===== src/rtl/transpose_buffer.sv =====
// Ping-pong transpose buffer: rows in (row-major), columns out (column-major).
// Latency: out_valid rises the cycle after the edge that accepts the last sample of a block,
// provided the target bank is idle. Backpressure: in_ready drops while both banks are full.
// Ports: clk/rst_n; in_data/in_valid/in_ready upstream handshake;
//        out_data/out_valid/out_ready/out_first/out_last downstream handshake with block markers.
module transpose_buffer #(
  parameter int DATA_W = 16,
  parameter int N      = 8
) (
  input  logic              clk,
  input  logic              rst_n,
  input  logic [DATA_W-1:0] in_data,
  input  logic              in_valid,
  output logic              in_ready,
  output logic [DATA_W-1:0] out_data,
  output logic              out_valid,
  input  logic              out_ready,
  output logic              out_first,
  output logic              out_last
);
  localparam int DEPTH = N * N;
  localparam int IDX_W = $clog2(DEPTH);
  localparam logic [IDX_W-1:0] LAST_IDX = IDX_W'(DEPTH - 1);

  // Sample storage; never reset, contents only observable behind a set full flag.
  logic [DATA_W-1:0] bank0_q [DEPTH];
  logic [DATA_W-1:0] bank1_q [DEPTH];

  logic [1:0]       full_q, full_d;
  logic             wr_bank_q, wr_bank_d;
  logic             rd_bank_q, rd_bank_d;
  logic [IDX_W-1:0] wr_idx_q, wr_idx_d;
  logic [IDX_W-1:0] rd_idx_q, rd_idx_d;

  logic             wr_fire;
  logic             rd_fire;
  logic [IDX_W-1:0] rd_addr;

  // Read index j walks the column-major order; map it back to the row-major address.
  always_comb begin
    rd_addr = IDX_W'((int'(rd_idx_q) % N) * N + int'(rd_idx_q) / N);
  end

  always_comb begin
    in_ready  = ~full_q[wr_bank_q];
    out_valid = full_q[rd_bank_q];
    out_data  = rd_bank_q ? bank1_q[rd_addr] : bank0_q[rd_addr];
    out_first = out_valid && (rd_idx_q == '0);
    out_last  = out_valid && (rd_idx_q == LAST_IDX);
    wr_fire   = in_valid && in_ready;
    rd_fire   = out_valid && out_ready;
  end

  // A completing write and a completing read always target different banks
  // (one needs the bank empty, the other full), so both flag updates apply.
  always_comb begin
    full_d    = full_q;
    wr_bank_d = wr_bank_q;
    rd_bank_d = rd_bank_q;
    wr_idx_d  = wr_idx_q;
    rd_idx_d  = rd_idx_q;
    if (wr_fire) begin
      if (wr_idx_q == LAST_IDX) begin
        full_d[wr_bank_q] = 1'b1;
        wr_bank_d         = ~wr_bank_q;
        wr_idx_d          = '0;
      end else begin
        wr_idx_d = wr_idx_q + 1'b1;
      end
    end
    if (rd_fire) begin
      if (rd_idx_q == LAST_IDX) begin
        full_d[rd_bank_q] = 1'b0;
        rd_bank_d         = ~rd_bank_q;
        rd_idx_d          = '0;
      end else begin
        rd_idx_d = rd_idx_q + 1'b1;
      end
    end
  end

  always_ff @(posedge clk or negedge rst_n) begin
    if (!rst_n) begin
      full_q    <= '0;
      wr_bank_q <= 1'b0;
      rd_bank_q <= 1'b0;
      wr_idx_q  <= '0;
      rd_idx_q  <= '0;
    end else begin
      full_q    <= full_d;
      wr_bank_q <= wr_bank_d;
      rd_bank_q <= rd_bank_d;
      wr_idx_q  <= wr_idx_d;
      rd_idx_q  <= rd_idx_d;
    end
  end

  always_ff @(posedge clk) begin
    if (wr_fire && !wr_bank_q) bank0_q[wr_idx_q] <= in_data;
    if (wr_fire &&  wr_bank_q) bank1_q[wr_idx_q] <= in_data;
  end

endmodule


===== config.mk =====
export PLATFORM = sky130hd
export DESIGN_NAME = transpose_buffer
export DESIGN_NICKNAME = d
export VERILOG_FILES = /design/src/rtl/transpose_buffer.sv
export SDC_FILE = /design/constraint.sdc
export NUM_CORES = 2
export LEC_CHECK = 0
export CAP_MARGIN = 20
export CORE_UTILIZATION = 45
export CTS_BUF_LIST = sky130_fd_sc_hd__clkbuf_4
export DETAILED_ROUTE_END_ITERATION = 8
export GPL_TIMING_DRIVEN = 0
export PLACE_DENSITY = 0.59
export REMOVE_ABC_BUFFERS = 1
export SYNTH_ARGS = -nofsm -noshare
export SYNTH_HDL_FRONTEND = slang
export SYNTH_SLANG_ARGS = --single-unit
export TNS_END_PERCENT = 20

===== constraint.sdc =====
create_clock -name clk -period 6.5 [get_ports clk]
set_input_delay 1.3 -clock clk [delete_from_list [all_inputs] [get_ports clk]]
set_output_delay 1.3 -clock clk [all_outputs]
set_load 0.01 [all_outputs]

==> run summary <==
The flow ran to the end, and the final reports show no timing, DRC or antenna violations. The number of nets in the final layout is 3795. The maximum ir drop on the vdd rail is 214 uV.

The post-detailed-placement cell area is 84900 um^2. The synthesized netlist occupies a cell area of 79100 um^2. The global routing usage on met2 is 34.4%. The area growth from synthesis to final layout came out at 16.5%.

The number of failing hold endpoints at the final stage is 0. The finished layout cell area came out at 92200 um^2. The number of endpoints failing setup at the final stage is 0. The estimated wirelength of the detail-placed design came out at 117000 um. The type of origin of the critical path is a flip-flop.

The number of storage elements in the synthesis netlist is 2064. The maximum fanout along the worst path is 56. The initialized floorplan defines 153 standard-cell rows.

The mean routed wirelength per cell is 29.6 um. The library cells used most frequently in the layout, excluding fill and tap cells, are edfxtp_1 (2048), clkbuf_4 (767), mux4_2 (672). The power per standard cell area is 298 nW/um^2. The clock transition at the registers of the reported paths came out at 0.06 ns. The DRC violation count after routing is 0. The worst register-to-register path has a setup slack of 2.90 ns.

The global-route track usage on met3 came out at 5.19%. Global routing consumed, on the met1 layer, 29.3% of the routing resources. The worst setup path is of the reg -> out kind. The sequential cells in the finished layout cover a total of 61900 um^2. The initial antenna violation count is 14. The share of synthesized area spent on multiplexers is 19.4%. The number of maximum-capacitance constraint violations came out at 0. The number of enable-type register cells in the synthesized netlist is 2048. The sequential area share after synthesis is 78.3%.

Of the cells placed in the final design, the portion with a size suffix greater than 1 is 44.8%. The worst-case headroom to the max-slew limit came out at 21.3%. Synthesis handed over a netlist of 3161 instances. The worst setup path is captured at an output port. Using the TritonRoute via totals, the vias-per-cell ratio works out to 5.78. The endpoint identified for the worst register-to-register timing path is bank0_q[58][15].

The area of combinational cells with multiple inputs is 16700 um^2. The clock tree skew after final layout came out at 0.0739 ns. The basic-gate share of the synthesized area counting and, or, nand and nor cells is 1.08%.

The count of pins over their slew limit is 0. The synthesized-area fraction occupied by ao, oa, aoi and oai cells came out at 0.112%. The initial utilization of the core area, before any placement, comes to 45.4%.

The transition time at the pin with the least slew margin came out at 1.18 ns. Leaving out fill and tap cells, the most frequent cell in the layout is edfxtp_1. The chip height is 421 um. The TritonCTS clock tree is done. 40 I/O pins were placed.

The routed design could run at a clock period as short as 6.34 ns. The post-route core utilization came out at 52.9%. The number of fill cells is 13300.

Global routing used 21.7% of the available tracks. The global placement routability congestion is 0.791. The distinct cell type count after synthesis is 36.

The critical register-to-register path startpoint is full_q[0]. The CTS root buffer is clkbuf_4. The count of TritonRoute iterations in the first routing pass is 5. In this run the most critical hold path is launched from in_data[10]. Clock tree synthesis inserted a total of 542 buffers. The hold path depth is 1. The tightest min-delay check is of the in -> reg type. The critical path starts at rd_idx_q[4]. The adder and majority gate portion of the synthesized area came out at 0.0475%. Averaged over all synthesized cells, the footprint is 25.0 um^2.

The placeable core area is 174000 um^2. The full die area came out at 177000 um^2. After detailed routing, the total wire length is 190000 um. After synthesis, the largest family of logic cells by area is multiplexers.

The die width is 421 um. Total power for the finished layout comes to 27.4 mW. For this run, the leading register cell type out of synthesis is edfxtp_1. The port buffer count is 39. Derived from the worst setup path, the maximum achievable clock frequency is 0.158 GHz. The analysis attributes to cell leakage a power of 28.3 nW.

The via total after detailed routing came out at 37100. The detailed router finished its first iteration with 3826 violations. The number of global-route vias before repair is 39600.

In the finished design, the share of the clock period the worst path needs comes to 97.5%. The tree built by TritonCTS fans out to 2064 sinks. Once detail routing completed, the nets flagged for antenna violations numbered 0. The data arrival at the endpoint of the critical path is 5.04 ns. The total congestion overflow came out at 0. The pin count of the biggest net entering global routing came out at 97. For this run, the number of Yosys warnings is 0. Data on the critical path is required at its endpoint by 5.20 ns.

The critical path ends at out_data[5]. For the worst-skew pair, the clock arrives at the later sink with an insertion delay of 1.31 ns. The share of synthesized flip-flops with an asynchronous set or reset is 0.775%. The most used routing layer is met2. The clock passes through at most 4 buffers. CTS built an H-tree with a depth of 6. The synthesized-area fraction occupied by xor and xnor cells is 0.0554%. The global-route wire length before repair came out at 274000 um. The number of cells on the worst reg-to-reg path is 4.
-- routing by layer --
layer	wire length, um	vias to the layer above
met1	76300	19900
li1	-	15300
met5	73	-
met4	5400	10
met2	93900	1573
met3	14700	338
-- power breakdown --
part	internal [mW]	total (mW)	switching, mW
clock network	5.74	10.7	4.98
registers	14.9	15.0	0.106
logic	0.548	1.72	1.17
total	21.2	27.4	6.26
-- cell type report --
class                      instances  share of cell area (%)
sequential                      2064                    67.2
antenna                            6                  0.0163
clock buffer                     767                    6.25
inverter                           8                  0.0380
multi-input combinational        914                    18.1
clock inverter                   105                   0.702
tap                             2325                    3.16
timing repair buffer             242                    4.53
-- cell usage after synthesis, types with 2 or more instances --
master	count	area [um^2]
edfxtp_1	2048	61500
mux4_2	672	15100
nor2_1	135	507
clkbuf_1	97	364
buf_1	33	124
buf_2	31	155
nand2_1	25	93.8
mux2_2	18	203
dfrtp_1	16	400
buf_4	13	97.6
nand3_1	9	45.0
or3_1	8	50.1
and3_1	7	43.8
inv_1	7	26.3
nand3b_1	5	37.5
o21ai_0	5	25.0
or3b_2	4	35.0
xnor2_1	4	35.0
ha_1	3	37.5
mux2i_1	3	30.0
a22o_1	2	17.5
and2_1	2	12.5
-- timing repair --
item | in CTS | in global routing
pin swaps | 0 | 0
endpoints found under the hold margin | 0 | 0
gates cloned | 19 | 2
endpoints found under the setup margin | 16 | 3
resized for setup | 32 | 1
setup buffers | 18 | 0
hold buffers | 0 | 0
-- cells by family after synthesis --
group	Yosys count
multiplexers	693
XOR/XNOR	5
adder cells (fa/ha/maj)	3
AND/OR/NAND/NOR	200
AO/OA/AOI/OAI	13
flip-flops	2064
buffers and inverters	183
-- worst min-delay path by stage --
stage,end
5_1_grt,bank0_q[17][10]
3_5_place_dp,wr_bank_q
4_1_cts,bank0_q[1][10]
2_1_floorplan,full_q[0]
3_3_place_gp,wr_bank_q
6_report,bank0_q[1][10]
-- registers in the layout (all words and copies together), names as in the netlist --
register   flops
rd_bank_q      1
rd_idx_q       6
bank0_q     1024
wr_idx_q       6
bank1_q     1024
full_q         2
wr_bank_q      1
-- critical path, cell delays in order, from the launching register on --
cell             delay (ns)
dfrtp_4                0.45
buf_6                  0.17
buf_16                 0.29
bufbuf_16              0.46
mux4_2                 0.35
mux4_2                 0.53
mux4_2                 0.59
mux2_2                 0.33
clkdlybuf4s50_1        0.48
-- metrics by stage --
step	std cells	TNS [ns]	setup WS [ns]	hold WS, ns
final	6431	0	0.163	0.457
after global routing	6430	-0.00568	-0.00568	0.363
after CTS	6422	-0.0625	-0.0561	0.302
after detailed placement	5513	-0.221	-0.0663	0.557
after global placement	5350	-623.45	-25.45	0.558
after floorplan	2986	-395.94	-15.99	0.512
Power figures use the tool's default switching activity.
